--- config.mk ---
export PLATFORM = sky130hd
export DESIGN_NAME = formant_sched
export DESIGN_NICKNAME = d
export VERILOG_FILES = /design/src/rtl/formant_pkg.sv /design/src/rtl/formant_result_reg.sv /design/src/rtl/formant_sched.sv
export SDC_FILE = /design/constraint.sdc
export NUM_CORES = 1
export LEC_CHECK = 0
export ABC_AREA = 0
export ABC_CLOCK_PERIOD_IN_PS = 4350
export CORE_AREA = 2 2 194 196
export CTS_CLUSTER_DIAMETER = 200
export DETAILED_ROUTE_END_ITERATION = 6
export DIE_AREA = 0 0 196 198
export PLACE_DENSITY = 0.66
export SETUP_SLACK_MARGIN = 0.4
export SLEW_MARGIN = 20
export SYNTH_ARGS = -nofsm -noshare
export SYNTH_HDL_FRONTEND = slang
export SYNTH_SLANG_ARGS = --single-unit
--- constraint.sdc ---
create_clock -name clk_in -period 4.35 [get_ports clk_in]
set_input_delay 1.0875 -clock clk_in [delete_from_list [all_inputs] [get_ports clk_in]]
set_output_delay 1.0875 -clock clk_in [all_outputs]
set_load 0.05 [all_outputs]
--- src/rtl/formant_pkg.sv ---
// Shared types and helpers for the formant engine frame scheduler.
package formant_pkg;

    typedef enum logic [1:0] {
        RESET_ENG = 2'd0,
        IDLE      = 2'd1,
        FEED      = 2'd2,
        COMPUTE   = 2'd3
    } sched_state_t;

    localparam int FRAME_ID_W = 8;
    localparam int STAT_W     = 16;

    function automatic logic [STAT_W-1:0] sat_inc(input logic [STAT_W-1:0] v);
        return (v == {STAT_W{1'b1}}) ? v : v + {{(STAT_W-1){1'b0}}, 1'b1};
    endfunction

endpackage

--- src/rtl/formant_result_reg.sv ---
// Valid/ready holding register for one engine result and the id of its frame.
module formant_result_reg
    import formant_pkg::*;
#(
    parameter int BIT_WIDTH = 32,
    parameter int FORMANTS  = 5
) (
    input  logic                                clk,
    input  logic                                rst_n,
    input  logic                                capture,
    input  logic [FORMANTS:0][BIT_WIDTH-1:0]    cap_freq,
    input  logic [FRAME_ID_W-1:0]               cap_id,
    input  logic                                ready,
    output logic                                valid,
    output logic                                free,
    output logic [FORMANTS:0][BIT_WIDTH-1:0]    freq,
    output logic [FRAME_ID_W-1:0]               frame_id
);

    logic                             valid_r;
    logic [FORMANTS:0][BIT_WIDTH-1:0] freq_r;
    logic [FRAME_ID_W-1:0]            id_r;

    // A capture in the accepting cycle replaces the payload and keeps valid high.
    always_ff @(posedge clk or negedge rst_n) begin
        if (!rst_n) begin
            valid_r <= 1'b0;
            freq_r  <= '0;
            id_r    <= '0;
        end else if (capture) begin
            valid_r <= 1'b1;
            freq_r  <= cap_freq;
            id_r    <= cap_id;
        end else if (valid_r && ready) begin
            valid_r <= 1'b0;
        end else begin
            valid_r <= valid_r;
        end
    end

    assign free     = !valid_r || ready;
    assign valid    = valid_r;
    assign freq     = freq_r;
    assign frame_id = id_r;

endmodule

--- src/rtl/formant_sched.sv ---
// Frame scheduler: feeds one aligned FFT frame at a time into the formant engine,
// collects its result or aborts on watchdog, then restarts the engine.
module formant_sched
    import formant_pkg::*;
#(
    parameter int BIT_WIDTH  = 32,
    parameter int I          = 160,
    parameter int FORMANTS   = 5,
    parameter int TIMEOUT    = 1000000,
    parameter int RST_CYCLES = 2
) (
    input  logic                             clk_in,
    input  logic                             rst_n_in,
    input  logic                             fft_valid_in,
    input  logic [BIT_WIDTH-1:0]             fft_data_in,
    output logic                             eng_rst_out,
    output logic                             eng_fft_valid_out,
    output logic [BIT_WIDTH-1:0]             eng_fft_data_out,
    input  logic                             eng_formant_valid_in,
    input  logic [FORMANTS:0][BIT_WIDTH-1:0] eng_formant_freq_in,
    output logic                             res_valid_out,
    input  logic                             res_ready_in,
    output logic [FORMANTS:0][BIT_WIDTH-1:0] res_freq_out,
    output logic [FRAME_ID_W-1:0]            res_frame_id_out,
    output logic                             busy_out,
    output logic [STAT_W-1:0]                drop_count_out,
    output logic [STAT_W-1:0]                timeout_count_out
);

    localparam int IN_W = (I > 1) ? $clog2(I) : 1;
    localparam int WD_W = (TIMEOUT > 1) ? $clog2(TIMEOUT) : 1;
    localparam int RC_W = (RST_CYCLES > 1) ? $clog2(RST_CYCLES) : 1;
    localparam logic [IN_W-1:0] IN_LAST = IN_W'(I - 1);
    localparam logic [WD_W-1:0] WD_LAST = WD_W'(TIMEOUT - 1);
    localparam logic [RC_W-1:0] RC_LAST = RC_W'(RST_CYCLES - 1);

    sched_state_t          state_r;
    logic [IN_W-1:0]       in_cnt_r;
    logic [WD_W-1:0]       wd_r;
    logic [RC_W-1:0]       rst_cnt_r;
    logic [FRAME_ID_W-1:0] frame_id_r;
    logic [FRAME_ID_W-1:0] cur_id_r;
    logic [STAT_W-1:0]     drop_r;
    logic [STAT_W-1:0]     tmo_r;
    logic                  eng_rst_r;
    logic                  busy_r;
    logic                  fwd_v_r;
    logic [BIT_WIDTH-1:0]  fwd_d_r;

    logic frame_start_s;
    logic accept_s;
    logic drop_s;
    logic res_free_s;
    logic capture_s;
    logic timeout_s;

    assign frame_start_s = fft_valid_in && (in_cnt_r == {IN_W{1'b0}});
    assign accept_s      = ((state_r == IDLE) && frame_start_s) || ((state_r == FEED) && fft_valid_in);
    assign drop_s        = frame_start_s && (state_r != IDLE);
    assign capture_s     = (state_r == COMPUTE) && eng_formant_valid_in && res_free_s;
    // Watchdog only fires while the engine has nothing to offer; a held result freezes it.
    assign timeout_s     = (state_r == COMPUTE) && !eng_formant_valid_in && (wd_r == WD_LAST);

    // Frame sequencing FSM with registered engine reset and busy flag.
    always_ff @(posedge clk_in or negedge rst_n_in) begin
        if (!rst_n_in) begin
            state_r    <= RESET_ENG;
            eng_rst_r  <= 1'b1;
            busy_r     <= 1'b0;
            rst_cnt_r  <= '0;
            wd_r       <= '0;
            frame_id_r <= '0;
            cur_id_r   <= '0;
        end else begin
            case (state_r)
                RESET_ENG: begin
                    if (rst_cnt_r == RC_LAST) begin
                        state_r   <= IDLE;
                        eng_rst_r <= 1'b0;
                        busy_r    <= 1'b0;
                        rst_cnt_r <= '0;
                    end else begin
                        busy_r    <= 1'b1;
                        rst_cnt_r <= rst_cnt_r + RC_W'(1);
                    end
                end
                IDLE: begin
                    if (frame_start_s) begin
                        state_r    <= (I == 1) ? COMPUTE : FEED;
                        busy_r     <= 1'b1;
                        wd_r       <= '0;
                        frame_id_r <= frame_id_r + 8'd1;
                        cur_id_r   <= frame_id_r + 8'd1;
                    end else begin
                        busy_r <= 1'b0;
                    end
                end
                FEED: begin
                    if (fft_valid_in && (in_cnt_r == IN_LAST)) begin
                        state_r <= COMPUTE;
                        wd_r    <= '0;
                    end else begin
                        wd_r <= '0;
                    end
                end
                COMPUTE: begin
                    if (capture_s || timeout_s) begin
                        state_r   <= RESET_ENG;
                        eng_rst_r <= 1'b1;
                        rst_cnt_r <= '0;
                    end else if (!eng_formant_valid_in) begin
                        wd_r <= wd_r + WD_W'(1);
                    end else begin
                        wd_r <= wd_r;
                    end
                end
                default: begin
                    state_r   <= RESET_ENG;
                    eng_rst_r <= 1'b1;
                    busy_r    <= 1'b1;
                    rst_cnt_r <= '0;
                end
            endcase
        end
    end

    // Beat alignment counter, forward register and saturating statistics.
    always_ff @(posedge clk_in or negedge rst_n_in) begin
        if (!rst_n_in) begin
            in_cnt_r <= '0;
            fwd_v_r  <= 1'b0;
            fwd_d_r  <= '0;
            drop_r   <= '0;
            tmo_r    <= '0;
        end else begin
            if (fft_valid_in) begin
                in_cnt_r <= (in_cnt_r == IN_LAST) ? {IN_W{1'b0}} : in_cnt_r + IN_W'(1);
            end else begin
                in_cnt_r <= in_cnt_r;
            end
            fwd_v_r <= accept_s;
            if (accept_s) begin
                fwd_d_r <= fft_data_in;
            end else begin
                fwd_d_r <= fwd_d_r;
            end
            drop_r <= drop_s ? sat_inc(drop_r) : drop_r;
            tmo_r  <= timeout_s ? sat_inc(tmo_r) : tmo_r;
        end
    end

    formant_result_reg #(
        .BIT_WIDTH(BIT_WIDTH),
        .FORMANTS (FORMANTS)
    ) u_result (
        .clk     (clk_in),
        .rst_n   (rst_n_in),
        .capture (capture_s),
        .cap_freq(eng_formant_freq_in),
        .cap_id  (cur_id_r),
        .ready   (res_ready_in),
        .valid   (res_valid_out),
        .free    (res_free_s),
        .freq    (res_freq_out),
        .frame_id(res_frame_id_out)
    );

    assign eng_rst_out       = eng_rst_r;
    assign eng_fft_valid_out = fwd_v_r;
    assign eng_fft_data_out  = fwd_d_r;
    assign busy_out          = busy_r;
    assign drop_count_out    = drop_r;
    assign timeout_count_out = tmo_r;

endmodule

==> results.md <==
* Sum of net half-perimeters after detailed placement at about 28,000 um
* Layout area overhead at 53.3%
* Initial antenna violation count at 2
* Mapped Cells at 1,317
* CP Launch Point: fft_valid_in
* Worst r2r dst: wd_r[12]$_DFFE_PN0P_
* Clock H-tree levels at 2
* LEAKAGE at 9.03 nW
* Drt drc at 0
* GRT overflow at 0
* Placer Congestion at just under 0.9
* Worst reg2reg path depth at 7
* Fin. max-slew vios at 0
* EDFF count, synth at 0
* Least-Margin Pin Slew at 819 ps
* Crit Path Class: in2reg
* Filler Cell Count at ~3,300
* Tot GR Track Use at approximately a fifth
* Period utilization at 73.4%
* Final instance area at 19,400 um2
* Total negative setup slack at 0 ps
* Max IR drop VDD at about 0.0006 V
* Pwr dens at 808 nW/um2
* Top post-synthesis cells by area: dfrtp_1 60%, nand2_1 19%, mux2_2 3.4%
* # setup viols final at 0
* Mean post-synth cell area at just under 10 um2
* Clk buf depth at 3
* CP max stage delay at between 600 and 700 ps
* Site Rows at slightly above 70
* Avg WL per Cell at ~17 um
* Multi-input gate area at between 4000 and 5000 um2
* CP max stage cell: clkdlybuf4s50_1
* Worst-Skew Late Latency at around 530 ps
* Die Span Y at around 200 um
* Slew HR at 45.4%
* DR pass1 iterations at 5
* Unrepaired setup endpoints after global routing: false
* Max Cap Viol at 0
* Cell type with the largest total area after synthesis: dfrtp_1
* Synth cell types at 57
* Ports at approximately 500
* Cts bufs inserted at 36
* Most frequent cell after synthesis: nand2_1
* Clock transition at path regs at about 60 ps
* Min-Delay Startpoint: u_result.freq[4]$_DFFE_PN0P_
* CORE AREA at about 37,000 um2
* Yosys Warn Count at 0
* FFs w/ async S/R, synth at 100%
* Fmax at around 310 MHz
* Placed cell area at ~18,000 um2
* Min-delay worst type: reg2reg
* Reg-to-reg slack, setup at 1490 ps
* # nets final at approximately 2,000
* Setup skew after layout at about 13 ps
* Critical Path Source Type: primary input
* CP endpoint: wd_r[12]$_DFFE_PN0P_
* Die X at 196 um
* IO Port Bufs at about 500
* Syn nets at ~1,600
* Vias per cell at about 4.7
* Hold Slack at ~470 ps
* DR iter-0 viols at between 500 and 600
* Share of layout cells above drive strength 1 at roughly 7%
* Yosys reg bits at ~310
* Vias in the first global route at ~11,000
* Final WL at between 30,000 and 40,000 um
* Synth Cell Area at ~13,000 um2
* Post-synth top area share at approximately 60%
* Root buffer cell: clkbuf_16
* Area taken by flip-flops and latches at just under 8000 um2
* Largest net degree at the start of global routing at 105
* Seq/Total Area, Yosys at between 60% and 70%
* Critical Path RT at roughly 4800 ps
* Primary FF master, synth: dfrtp_1
* Endpoint type of the worst setup path: register
* CTS tree: yes
* WP data arrival at between 3000 and 4000 ps
* Status: complete, no violations
* Cts repair resizes at 0
* Pre-CTS setup slack at about 620 ps
* Setup Fix Bufs, Post-CTS at 0
* Worst-path cell chain: clkdlybuf4s50_1 -> or4b_4 -> o21ai_4 -> o211a_1 -> nand2_1 -> o311ai_0
* Reg-to-Reg Start: state_r[1]$_DFFE_PN0P_
* Starting Density at roughly a third
* Final min period at 3190 ps
* Hold Buf Count CTS at 0
* DIE AREA at 38,800 um2
* Hold Vio Cnt, Final at 0
* Global-route wire length before repair at ~60,000 um
* Clk sinks at roughly 310
* Synth top cells by count: 637 x nand2_1, 306 x dfrtp_1, 51 x clkbuf_1
* Crit path max fanout at 14
* Worst setup margin at 1160 ps
* Post-route ant nets at 0
* DR vias at roughly 11,000
logic make-up after synthesis:
logic type / count (synthesis) / share of synthesized area, %
flip-flops: 307 / 60.7
AND/OR/NAND/NOR: 787 / 26.0
buffers and inverters: 72 / 2.29
multiplexers: 40 / 3.54
AO/OA/AOI/OAI: 62 / 3.81
XOR/XNOR: 39 / 2.70
adder cells (fa/ha/maj): 10 / 0.988
metrics by stage:
| stage | cells | utilization, % | power (mW) |
|---|---|---|---|
| after CTS | 2305 | 52.5 | 15.9 |
| after global placement | 2243 | 49.3 | 12.6 |
| after floorplan | 1317 | - | 9.73 |
| final | 2307 | 52.5 | 15.7 |
| after global routing | 2306 | 52.5 | 16.5 |
| after detailed placement | 2243 | 49.3 | 12.7 |
placed cells by master (no fill, tap or decap), types with 3 or more instances in the layout:
master,synthesis,final
a21oi_1,8,7
a31oi_1,3,3
and2_1,3,3
and3_1,12,12
buf_12,0,7
buf_4,1,10
bufinv_16,0,3
clkbuf_1,51,9
clkbuf_16,0,37
clkbuf_8,0,7
clkdlybuf4s50_1,0,495
clkinv_2,0,4
dfrtp_1,306,306
ha_1,10,10
inv_1,10,10
mux2_2,38,38
nand2_1,637,637
nand2b_1,8,8
nand3_1,37,36
nand3b_1,5,5
nand4_1,20,20
nor2_1,22,22
nor2b_1,5,4
nor3_1,10,10
nor4_1,7,6
o21ai_0,23,23
o221ai_1,5,5
o311ai_0,3,3
o31ai_1,4,4
or3_1,3,3
or4_1,5,5
xnor2_1,26,26
xor2_1,13,13
worst min path at each step:
stage                                                 to  cells past startpoint
final                       u_result.freq[4]$_DFFE_PN0P_                      2
after CTS                 u_result.freq[109]$_DFFE_PN0P_                      2
after global routing       u_result.freq[91]$_DFFE_PN0P_                      2
after floorplan                  cur_id_r[7]$_DFFE_PN0P_                      1
after detailed placement  u_result.freq[109]$_DFFE_PN0P_                      2
after global placement     u_result.freq[55]$_DFFE_PN0P_                      2
registers in the layout, indices dropped and copies added (netlist names), 2 cells and up:
name / count
cur_id_r: 8
drop_count_out: 16
eng_fft_data_out: 32
in_cnt_r: 8
state_r: 2
timeout_count_out: 16
u_result.frame_id: 8
u_result.freq: 192
wd_r: 20
cell type report:
class / instances / share of cell area [%]
clock buffer: 53 / 5.44
inverter: 11 / 0.213
timing repair buffer: 513 / 26.7
multi-input combinational: 938 / 24.3
clock inverter: 9 / 0.644
sequential: 307 / 39.6
antenna: 2 / 0.0258
tap: 474 / 3.05
worst max-delay path, delay by kind of cell:
| kind | cells | cell delay [ps] |
|---|---|---|
| buffers and inverters | 1 | 690 |
| AOI/OAI and AO/OA | 3 | 930 |
| and+or+nand+nor | 2 | 890 |
where the power goes:
| group | total (mW) | internal (mW) | switching (mW) |
|---|---|---|---|
| combinational | 8.10 | 2.59 | 5.50 |
| sequential | 4.56 | 3.94 | 0.618 |
| clock | 3.04 | 1.85 | 1.19 |
| total | 15.7 | 8.39 | 7.31 |
layer usage:
layer,share of wire [%],track usage [%],up-vias
met1,40,24.6,5104
met2,47,31.5,402
met4,3.7,7.63,0
met5,0,0,-
li1,-,-,5228
met3,9.0,7.36,80
Power figures use the tool's default switching activity.
